--- src/rtl/cds_rnm_pkg.sv ---
// Shared types and constants for the dms 1-pole LPF trim calibration controller.
package cds_rnm_pkg;

  localparam int TRIM_NBIT = 4;

  typedef enum logic [3:0] {
    ST_IDLE,
    ST_G_SET,
    ST_G_SETTLE,
    ST_G_CMP,
    ST_P_DISCH,
    ST_P_SET,
    ST_P_STEP,
    ST_P_CMP,
    ST_DONE
  } trimcal_state_t;

  // Zero-length waits still occupy one cycle so the FSM always advances.
  function automatic int at_least_one(input int cyc);
    return (cyc < 1) ? 1 : cyc;
  endfunction

  function automatic int max3(input int a, input int b, input int c);
    int m;
    m = (a > b) ? a : b;
    return (m > c) ? m : c;
  endfunction

endpackage

--- src/rtl/dms_lpf1p_trimcal_if.sv ---
// Control/observation bundle between the trim calibration controller and its host/filter.
interface dms_lpf1p_trimcal_if #(parameter int NBIT = cds_rnm_pkg::TRIM_NBIT);

  logic            start;
  logic            abort;
  logic            cmp_hi;
  logic [NBIT-1:0] poleTrim;
  logic [NBIT-1:0] gainTrim;
  logic            stim_en;
  logic            ref_sel;
  logic            busy;
  logic            done;
  logic            cal_ok;
  logic [1:0]      cal_sat;

  modport master (
    output start, abort, cmp_hi,
    input  poleTrim, gainTrim, stim_en, ref_sel, busy, done, cal_ok, cal_sat
  );

  modport slave (
    input  start, abort, cmp_hi,
    output poleTrim, gainTrim, stim_en, ref_sel, busy, done, cal_ok, cal_sat
  );

endinterface

--- src/rtl/dms_sar_reg.sv ---
// Successive-approximation code register: trial bit set, keep/clear decision, MSB first.
module dms_sar_reg #(
  parameter int              NBIT    = 4,
  parameter logic [NBIT-1:0] RST_VAL = '0
) (
  input  logic            clk,
  input  logic            rst,
  input  logic            init,
  input  logic            set_trial,
  input  logic            decide,
  input  logic            keep,
  input  logic            load,
  input  logic [NBIT-1:0] load_val,
  output logic [NBIT-1:0] code,
  output logic [NBIT-1:0] code_next,
  output logic            last_bit
);

  localparam int IW = (NBIT > 1) ? $clog2(NBIT) : 1;

  logic [IW-1:0] idx;
  logic [IW-1:0] idx_next;

  always_comb begin
    code_next = code;
    idx_next  = idx;
    if (load) begin
      code_next = load_val;
    end else if (init) begin
      code_next = '0;
      idx_next  = IW'(NBIT - 1);
    end else if (set_trial) begin
      code_next[idx] = 1'b1;
    end else if (decide) begin
      if (!keep) code_next[idx] = 1'b0;
      if (idx != '0) idx_next = idx - IW'(1);
    end
  end

  always_ff @(posedge clk or posedge rst) begin
    if (rst) begin
      code <= RST_VAL;
      idx  <= IW'(NBIT - 1);
    end else begin
      code <= code_next;
      idx  <= idx_next;
    end
  end

  assign last_bit = (idx == '0);

endmodule

--- src/rtl/dms_lpf1p_trimcal.sv ---
// Closed-loop gain/pole trim calibration of the dms 1-pole LPF via SAR on a 1-bit comparator.
// Optional DMS_TRIMCAL_MAJ_EN: 3-cycle compare windows with majority-of-3 decision.
module dms_lpf1p_trimcal
  import cds_rnm_pkg::*;
#(
  parameter int              NBIT       = TRIM_NBIT,
  parameter int              SETTLE_CYC = 64,
  parameter int              MEAS_CYC   = 16,
  parameter int              DISCH_CYC  = 64,
  parameter logic [NBIT-1:0] GAIN_DEF   = NBIT'(8),
  parameter logic [NBIT-1:0] POLE_DEF   = NBIT'(8)
) (
  input logic               clk,
  input logic               rst,
  dms_lpf1p_trimcal_if.slave bus
);

  localparam int SETTLE_N = at_least_one(SETTLE_CYC);
  localparam int MEAS_N   = at_least_one(MEAS_CYC);
  localparam int DISCH_N  = at_least_one(DISCH_CYC);
`ifdef DMS_TRIMCAL_MAJ_EN
  localparam int CMP_N    = 3;
`else
  localparam int CMP_N    = 1;
`endif
  localparam int CW_RAW   = $clog2(max3(SETTLE_N, DISCH_N, MEAS_N) + 1);
  localparam int CW       = (CW_RAW < 2) ? 2 : CW_RAW;

  trimcal_state_t  state, state_n;
  logic [CW-1:0]   cnt, cnt_n;
  logic            accept, restore;
  logic            g_init, g_set, g_dec, p_init, p_set, p_dec;
  logic            disch_entry, done_entry;
  logic            decision, keep;
  logic            g_last, p_last;
  logic [NBIT-1:0] g_code, g_next, p_code, p_next;
  logic [NBIT-1:0] saved_gain, saved_pole;
  logic            stim_en, ref_sel, busy, done, cal_ok;
  logic [1:0]      cal_sat;

`ifdef DMS_TRIMCAL_MAJ_EN
  // The two earlier window samples are shifted in; the third is the live input.
  logic [1:0] smp;

  always_ff @(posedge clk or posedge rst) begin
    if (rst) smp <= '0;
    else if (state == ST_G_CMP || state == ST_P_CMP) smp <= {smp[0], bus.cmp_hi};
  end

  assign decision = (smp[1] & smp[0]) | (smp[1] & bus.cmp_hi) | (smp[0] & bus.cmp_hi);
`else
  assign decision = bus.cmp_hi;
`endif

  // Comparator high means output too large/fast, so the trial bit is dropped.
  assign keep = !decision;

  always_ff @(posedge clk or posedge rst) begin
    if (rst) begin
      state <= ST_IDLE;
      cnt   <= '0;
    end else begin
      state <= state_n;
      cnt   <= cnt_n;
    end
  end

  always_comb begin
    state_n     = state;
    cnt_n       = cnt;
    accept      = 1'b0;
    restore     = 1'b0;
    g_init      = 1'b0;
    g_set       = 1'b0;
    g_dec       = 1'b0;
    p_init      = 1'b0;
    p_set       = 1'b0;
    p_dec       = 1'b0;
    disch_entry = 1'b0;
    done_entry  = 1'b0;
    if (state != ST_IDLE && bus.abort) begin
      state_n = ST_IDLE;
      restore = 1'b1;
    end else begin
      case (state)
        ST_IDLE: begin
          if (bus.start && !bus.abort) begin
            accept  = 1'b1;
            g_init  = 1'b1;
            state_n = ST_G_SET;
          end
        end
        ST_G_SET: begin
          g_set   = 1'b1;
          cnt_n   = CW'(SETTLE_N - 1);
          state_n = ST_G_SETTLE;
        end
        ST_G_SETTLE: begin
          if (cnt == '0) begin
            cnt_n   = CW'(CMP_N - 1);
            state_n = ST_G_CMP;
          end else cnt_n = cnt - CW'(1);
        end
        ST_G_CMP: begin
          if (cnt == '0) begin
            g_dec = 1'b1;
            if (g_last) begin
              p_init      = 1'b1;
              disch_entry = 1'b1;
              cnt_n       = CW'(DISCH_N - 1);
              state_n     = ST_P_DISCH;
            end else state_n = ST_G_SET;
          end else cnt_n = cnt - CW'(1);
        end
        ST_P_DISCH: begin
          if (cnt == '0) state_n = ST_P_SET;
          else cnt_n = cnt - CW'(1);
        end
        ST_P_SET: begin
          p_set   = 1'b1;
          cnt_n   = CW'(MEAS_N - 1);
          state_n = ST_P_STEP;
        end
        ST_P_STEP: begin
          if (cnt == '0) begin
            cnt_n   = CW'(CMP_N - 1);
            state_n = ST_P_CMP;
          end else cnt_n = cnt - CW'(1);
        end
        ST_P_CMP: begin
          if (cnt == '0) begin
            p_dec = 1'b1;
            if (p_last) begin
              done_entry = 1'b1;
              state_n    = ST_DONE;
            end else begin
              disch_entry = 1'b1;
              cnt_n       = CW'(DISCH_N - 1);
              state_n     = ST_P_DISCH;
            end
          end else cnt_n = cnt - CW'(1);
        end
        ST_DONE: state_n = ST_IDLE;
        default: state_n = ST_IDLE;
      endcase
    end
  end

  dms_sar_reg #(.NBIT(NBIT), .RST_VAL(GAIN_DEF)) u_gain_sar (
    .clk       (clk),
    .rst       (rst),
    .init      (g_init),
    .set_trial (g_set),
    .decide    (g_dec),
    .keep      (keep),
    .load      (restore),
    .load_val  (saved_gain),
    .code      (g_code),
    .code_next (g_next),
    .last_bit  (g_last)
  );

  dms_sar_reg #(.NBIT(NBIT), .RST_VAL(POLE_DEF)) u_pole_sar (
    .clk       (clk),
    .rst       (rst),
    .init      (p_init),
    .set_trial (p_set),
    .decide    (p_dec),
    .keep      (keep),
    .load      (restore),
    .load_val  (saved_pole),
    .code      (p_code),
    .code_next (p_next),
    .last_bit  (p_last)
  );

  // Saturation flags use the post-decision codes so they are valid with the done pulse.
  always_ff @(posedge clk or posedge rst) begin
    if (rst) begin
      stim_en    <= 1'b0;
      ref_sel    <= 1'b0;
      busy       <= 1'b0;
      done       <= 1'b0;
      cal_ok     <= 1'b0;
      cal_sat    <= 2'b00;
      saved_gain <= GAIN_DEF;
      saved_pole <= POLE_DEF;
    end else begin
      done <= done_entry;
      if (restore) begin
        stim_en <= 1'b0;
        ref_sel <= 1'b0;
        busy    <= 1'b0;
        cal_ok  <= 1'b0;
      end else if (accept) begin
        saved_gain <= g_code;
        saved_pole <= p_code;
        ref_sel    <= 1'b0;
        busy       <= 1'b1;
        cal_ok     <= 1'b0;
        cal_sat    <= 2'b00;
      end else begin
        if (state == ST_IDLE && bus.abort) cal_ok <= 1'b0;
        if (g_set || p_set) stim_en <= 1'b1;
        if (disch_entry) stim_en <= 1'b0;
        if (p_init) ref_sel <= 1'b1;
        if (state == ST_DONE) busy <= 1'b0;
        if (done_entry) begin
          stim_en <= 1'b0;
          ref_sel <= 1'b0;
          cal_ok  <= 1'b1;
          cal_sat <= {(p_next == '0) || (p_next == '1), (g_next == '0) || (g_next == '1)};
        end
      end
    end
  end

  assign bus.gainTrim = g_code;
  assign bus.poleTrim = p_code;
  assign bus.stim_en  = stim_en;
  assign bus.ref_sel  = ref_sel;
  assign bus.busy     = busy;
  assign bus.done     = done;
  assign bus.cal_ok   = cal_ok;
  assign bus.cal_sat  = cal_sat;

endmodule
--- src/flat_wrapper.sv ---
// flat-port wrapper written by rule: the top's interface ports become plain ports
module dms_lpf1p_trimcal_flat import cds_rnm_pkg::*;
#(
  parameter int              NBIT       = TRIM_NBIT,
  parameter int              SETTLE_CYC = 64,
  parameter int              MEAS_CYC   = 16,
  parameter int              DISCH_CYC  = 64,
  parameter logic [NBIT-1:0] GAIN_DEF   = NBIT'(8),
  parameter logic [NBIT-1:0] POLE_DEF   = NBIT'(8)
)
  (clk, rst, bus_start, bus_abort, bus_cmp_hi, bus_poleTrim, bus_gainTrim, bus_stim_en, bus_ref_sel, bus_busy, bus_done, bus_cal_ok, bus_cal_sat);
  dms_lpf1p_trimcal_if #(.NBIT(NBIT)) bus_i ();
  input logic clk;
  input logic rst;
  input wire logic [$bits(bus_i.start)-1:0] bus_start;
  input wire logic [$bits(bus_i.abort)-1:0] bus_abort;
  input wire logic [$bits(bus_i.cmp_hi)-1:0] bus_cmp_hi;
  output wire logic [$bits(bus_i.poleTrim)-1:0] bus_poleTrim;
  output wire logic [$bits(bus_i.gainTrim)-1:0] bus_gainTrim;
  output wire logic [$bits(bus_i.stim_en)-1:0] bus_stim_en;
  output wire logic [$bits(bus_i.ref_sel)-1:0] bus_ref_sel;
  output wire logic [$bits(bus_i.busy)-1:0] bus_busy;
  output wire logic [$bits(bus_i.done)-1:0] bus_done;
  output wire logic [$bits(bus_i.cal_ok)-1:0] bus_cal_ok;
  output wire logic [$bits(bus_i.cal_sat)-1:0] bus_cal_sat;
  assign bus_i.start = bus_start;
  assign bus_i.abort = bus_abort;
  assign bus_i.cmp_hi = bus_cmp_hi;
  assign bus_poleTrim = bus_i.poleTrim;
  assign bus_gainTrim = bus_i.gainTrim;
  assign bus_stim_en = bus_i.stim_en;
  assign bus_ref_sel = bus_i.ref_sel;
  assign bus_busy = bus_i.busy;
  assign bus_done = bus_i.done;
  assign bus_cal_ok = bus_i.cal_ok;
  assign bus_cal_sat = bus_i.cal_sat;
  dms_lpf1p_trimcal #(.NBIT(NBIT), .SETTLE_CYC(SETTLE_CYC), .MEAS_CYC(MEAS_CYC), .DISCH_CYC(DISCH_CYC), .GAIN_DEF(GAIN_DEF), .POLE_DEF(POLE_DEF)) u_core (.clk(clk), .rst(rst), .bus(bus_i));
endmodule
--- config.mk ---
export PLATFORM = sky130hd
export DESIGN_NAME = dms_lpf1p_trimcal_flat
export DESIGN_NICKNAME = d
export VERILOG_FILES = /design/src/rtl/cds_rnm_pkg.sv /design/src/rtl/dms_lpf1p_trimcal_if.sv /design/src/rtl/dms_sar_reg.sv /design/src/rtl/dms_lpf1p_trimcal.sv /design/src/flat_wrapper.sv
export SDC_FILE = /design/constraint.sdc
export NUM_CORES = 1
export LEC_CHECK = 0
export CORE_MARGIN = 2
export CORE_UTILIZATION = 62
export DETAILED_ROUTE_END_ITERATION = 8
export HOLD_SLACK_MARGIN = 0.03
export PLACE_DENSITY = 0.85
export SLEW_MARGIN = 20
export SYNTH_ARGS = -nofsm -noshare
export SYNTH_HDL_FRONTEND = slang
export SYNTH_SLANG_ARGS = --single-unit
--- constraint.sdc ---
create_clock -name clk -period 4 [get_ports clk]
set_clock_uncertainty 0.1 [all_clocks]
set_input_delay 0.8 -clock clk [delete_from_list [all_inputs] [get_ports clk]]
set_output_delay 0.8 -clock clk [all_outputs]
set_load 0.05 [all_outputs]
Word level (Yosys, flattened, before mapping). Index checks and enable logic that the tools add are counted. W data, S select, Z words.

Eq/ne operators: 22. Reduce and logical (&&, ||, !) cells: 36. Magnitude comparators: 4. Muxes and demuxes: 82. Bitwise gates (word level): 8. Add/subtract/negate cells: 3.

Operators by type and width (count): $mux W4 (18); $mux W1 (42); $mux W7 (6); $pmux W7 S6 (1); $pmux W4 S8 (1); $mux W2 (10); $ne A3 B1 Y1 const B (6); $eq A4 B3 Y1 const B (4); $reduce_bool A4 Y1 (4); $reduce_bool A2 Y1 (7); $eq A4 B4 Y1 const B (3); $logic_not A4 Y1 (3); $and A4 B4 Y4 (2); $eq A4 B2 Y1 const B (2); $not A4 Y4 (2); $or A4 B4 Y4 (2); $reduce_and A4 Y1 (2); $logic_not A7 Y1 (1); $sub A7 B1 Y7 const B (1); $lt A2 B3 Y1 const B (2); $reduce_and A2 Y1 (3); $reduce_and A6 Y1 (1); $reduce_bool A6 Y1 (1); $logic_and A1 B1 Y1 (5); 17 further kinds (26).

Word-level logic and storage cells: 169. Output and inout port bits: 15. Register bits: 38.

Depth between registers and ports, before layout.
Depth in word-level cells: 15. Gate-level depth with buffers: 9. Depth with buffers taken out: 8.

Cells and area by module. Synthesis repeated with hierarchy kept, for this count alone.

Cells, all modules: 237. Area, all modules: 2287.2 µm².

By module, submodules not included: dms_lpf1p_trimcal (area an instance 1527.7 µm², cells an instance 163, instances 1); dms_sar_reg at u_core.u_pole_sar (area an instance 385.4 µm², cells an instance 37, instances 1); dms_sar_reg at u_core.u_gain_sar (area an instance 374.1 µm², cells an instance 37, instances 1).

Worst setup path before layout. OpenSTA, ideal clock, no wires.

Kind: input -> register. Start: input bus_abort. End: register u_core.cal_sat[1] (netlist: u_core.bus.cal_sat[1]). Setup slack: 1.419 ns. Arrival time: 2.399 ns. Data required time: 3.818 ns. Stages: 6. Library setup time: 0.082 ns. Cells stage by stage: nor3b_2 nor3b_1 a22oi_1 a21o_1 or4_1 a31oi_1.

Word-level cells in the longest chain between the ends: 10.

Ends and longest elaborated chain: start, declared (line flat_wrapper.sv:16) `input wire logic [$bits(bus_i.abort)-1:0] bus_abort;`; $logic_and A1 B1 Y1 (line dms_lpf1p_trimcal.sv:81) `if (state != ST_IDLE && bus.abort) begin`; $mux W1 (line dms_lpf1p_trimcal.sv:81); $mux W4 (line dms_sar_reg.sv:34) `end else if (decide) begin`; $mux W4 (line dms_sar_reg.sv:32) `end else if (set_trial) begin`; $mux W4 (line dms_sar_reg.sv:29) `end else if (init) begin`; $mux W4 (line dms_sar_reg.sv:27) `if (load) begin`; $eq A4 B4 Y1 or $logic_not A4 Y1 (tied branches) (line dms_lpf1p_trimcal.sv:212) `cal_sat <= {(p_next == '0) || (p_next == '1), (g_next == '0) || (g_next == '1)};`; $logic_or A1 B1 Y1 (line dms_lpf1p_trimcal.sv:212); $mux W2 (line dms_lpf1p_trimcal.sv:208) `if (done_entry) begin`; $mux W2 (line dms_lpf1p_trimcal.sv:195) `end else if (accept) begin`; end signal, assigned (line dms_lpf1p_trimcal.sv:212); end, declared (line dms_lpf1p_trimcal.sv:39) `logic [1:0] cal_sat;`.

Parallel ways exist; a longest one is shown, timed or not. The select of a mux whose other input is x is not followed. A chain may end at the register's enable or synchronous reset.

Worst setup path after layout. Same ends and word-level chain as after synthesis.

==> flow_metrics.env <==
export IMPL_synth_top_area_cell="dfrtp_1"
export IMPL_wirelength_met1_um=2380
export IMPL_relSlewSlack=0.526
export IMPL_routed_via_count=1905
export IMPL_die_x_um=64.2
export IMPL_p_leak_nw=1.09
export IMPL_grt_setup_unrepaired="no"
export IMPL_holdCritPathClass="reg -> reg"
export IMPL_min_period_over_period=0.780
export IMPL_drc_errors=0
export IMPL_hold_buffers=0
export IMPL_cp_slowest_cell="clkdlybuf4s50_1"
export IMPL_crit_fanout=8
export IMPL_clock_latency_ns=0.36
export IMPL_ys_ff_latch=38
export IMPL_synthTopCellsByArea="dfrtp_1 33%, dfstp_2 9.4%, o21ai_0 5.4%, ha_1 5.0%, a21oi_1 4.7%"
export IMPL_max_freq_mhz=320
export IMPL_worstSetupEndpointType="register"
export IMPL_fillers=262
export IMPL_worst_path_stages=7
export IMPL_cts_resized_gates=0
export IMPL_multi_input_area_mm2=0.00113
export IMPL_start_kind="primary input"
export IMPL_vias_per_cell=6.17
export IMPL_yosysMostFrequentCell="dfrtp_1"
export IMPL_cts_buffers=5
export IMPL_row_count=21
export IMPL_avgSynthCellArea_um2=9.16
export IMPL_hold_viol=0
export IMPL_htreeDepth=2
export IMPL_drive_gt1_frac=0.122
export IMPL_antenna_found_initial=0
export IMPL_path_class="in -> reg"
export IMPL_holdWs_ns=0.407
export IMPL_r2r_start="u_core.state[0]"
export IMPL_drt_iter0_drc=202
export IMPL_routed_wl_met2_um=2130
export IMPL_max_vdd_ir_drop_uv=329
export IMPL_numPortBuffers=19
export IMPL_synthesis_nets=259
export IMPL_cp_required_ns=4.19
export IMPL_timing_critical_path_buf_inv=1
export IMPL_cp_cell_sequence="clkdlybuf4s50_1 > nor3b_2 > nor3b_1 > a22oi_1 > a21o_1 > or4_1 > a31oi_1"
export IMPL_place_gp_congestion=0.892
export IMPL_fin_setup_tns_ns=0
export IMPL_cp_slowest_stage_delay_ns=0.57
export IMPL_drv_cap=0
export IMPL_cts_root_buf="clkbuf_4"
export IMPL_seq_area_um2=961
export IMPL_dieArea_mm2=0.00412
export IMPL_area_growth_pct=11.5
export IMPL_grt_pass1_vias=1782
export IMPL_top_layer_used="met4"
export IMPL_dp_hpwl_um=3520
export IMPL_synth_main_ff_cell="dfrtp_1"
export IMPL_worstPathArrival_ns=3.32
export IMPL_wl_per_cell_um=15.9
export IMPL_reg2reg_slack_ns=1.05
export IMPL_tightest_slew_ns=0.708
export IMPL_reg2reg_depth=6
export IMPL_async_flop_share=1.00
export IMPL_syn_inst=245
export IMPL_yosys_warnings=0
export IMPL_period_minus_slack_ns=3.12
export IMPL_overflow=0
export IMPL_post_cts_buffers=0
export IMPL_clk_pin_slew_ns=0.13
export IMPL_synth_cell_types=45
export IMPL_critPathTopFamily="simple AND/OR/NAND/NOR gates"
export IMPL_first_pass_iters=5
export IMPL_status="finished, final reports clean"
export IMPL_dr_wl_met3_um=310
export IMPL_clk_path_buf_depth=2
export IMPL_synth_edf_count=0
export IMPL_ios=20
export IMPL_fp_coreArea_mm2=0.00342
export IMPL_r2r_end="u_core.bus.cal_sat[1]"
export IMPL_totalWireLength_um=4910
export IMPL_power_density_mw_per_mm2=562
export IMPL_grtUsageTotal=0.264
export IMPL_diodes=0
export IMPL_die_h_um=64.2
export IMPL_synth_area_mm2=0.00224
export IMPL_drtAntennaViolNets=0
export IMPL_synth_seq_area_share=0.428
export IMPL_grt_max_degree=23
export IMPL_finalSetupViolCount=0
export IMPL_initial_core_util=0.657
export IMPL_cts_tree="built"
export IMPL_drv_slew=0
export IMPL_grt_pass1_wl_um=8420
export IMPL_synth_top_cell_area_share=0.335
export IMPL_cts_sinks=38
export IMPL_crit_start="bus_abort"
export IMPL_worstSetupEndpoint="u_core.bus.cal_sat[1]"
export IMPL_fin_nets=276
export IMPL_ys_top_cells_by_count="30 x dfrtp_1, 25 x inv_1, 24 x o21ai_0"
power by group:
group	total, mW	switching, mW	internal [mW]
clock	0.204	0.136	0.0683
sequential	0.597	0.116	0.481
combinational	0.605	0.381	0.223
total	1.41	0.634	0.772
registers in the layout, summed over array words and instances, names as in the netlist:
| name | flops |
|---|---|
| u_core.bus.busy | 1 |
| u_core.bus.cal_ok | 1 |
| u_core.bus.cal_sat | 2 |
| u_core.bus.done | 1 |
| u_core.bus.ref_sel | 1 |
| u_core.bus.stim_en | 1 |
| u_core.cnt | 7 |
| u_core.saved_gain | 4 |
| u_core.saved_pole | 4 |
| u_core.state | 4 |
| u_core.u_gain_sar.code | 4 |
| u_core.u_gain_sar.idx | 2 |
| u_core.u_pole_sar.code | 4 |
| u_core.u_pole_sar.idx | 2 |
metrics by stage:
| stage | setup WS, ns | instance area, um2 | instances | total power, mW | utilization |
|---|---|---|---|---|---|
| floorplan | 1.42 | 2240 | 245 | 1.05 | - |
| global placement | 0.622 | 2440 | 301 | 1.19 | 0.715 |
| detailed placement | 0.523 | 2440 | 301 | 1.20 | 0.715 |
| CTS | 0.905 | 2500 | 309 | 1.40 | 0.733 |
| global route | 0.786 | 2500 | 309 | 1.51 | 0.733 |
| finish | 0.879 | 2500 | 309 | 1.41 | 0.733 |
routing by layer:
| metal | GRT usage | vias to the layer above |
|---|---|---|
| li1 | - | 921 |
| met1 | 0.387 | 892 |
| met2 | 0.374 | 82 |
| met3 | 0.0669 | 10 |
| met4 | 0.106 | 0 |
| met5 | 0 | - |
cell families after synthesis:
kind of cell / Yosys count / synth area share
compound gates: 82 / 0.241
xor+xnor: 1 / 0.00390
fa+ha+maj: 9 / 0.0502
buf+inv: 36 / 0.0697
flops: 38 / 0.428
mux: 5 / 0.0251
simple gates: 74 / 0.181
worst reg2reg max path, delay by kind of cell, from the launching register on:
kind            cells  cell delay, ns
compound gates      3            0.52
simple gates        3            1.49
flops               1            0.79
how the worst min path moves through the flow:
stage / from / to / slack, ns / depth (start not counted)
after floorplan: u_core.saved_gain[0] / u_core.saved_gain[0] / 0.35 / 2
after global routing: u_core.saved_gain[3] / u_core.saved_gain[3] / 0.42 / 2
after detailed placement: u_core.saved_gain[2] / u_core.saved_gain[2] / 0.38 / 2
after CTS: u_core.saved_gain[3] / u_core.saved_gain[3] / 0.41 / 2
final: u_core.saved_gain[3] / u_core.saved_gain[3] / 0.41 / 2
after global placement: u_core.saved_gain[3] / u_core.saved_gain[3] / 0.37 / 2
area by class of cell:
cell class | count | share of cell area
flip-flops and latches | 38 | 0.384
repair buffers | 21 | 0.0820
clock buffers | 5 | 0.0150
well taps | 46 | 0.0230
clock inverters | 3 | 0.00850
multi-input cells | 171 | 0.450
inverters | 25 | 0.0375
layout by cell type (no fill, tap or decap), types with 5 or more instances in the layout:
master and instances:
dfrtp_1 30, inv_1 25, o21ai_0 24, nor2_1 22, a21oi_1 21, clkdlybuf4s50_1 19, nand2_1 12, ha_1 9
dfstp_2 8, nor3_1 7, nand3_1 7, a21o_1 6, a31oi_1 6, o31ai_1 6, nand4_1 5, mux2_2 5
clkbuf_4 5
(Power assumes the default switching activity.)
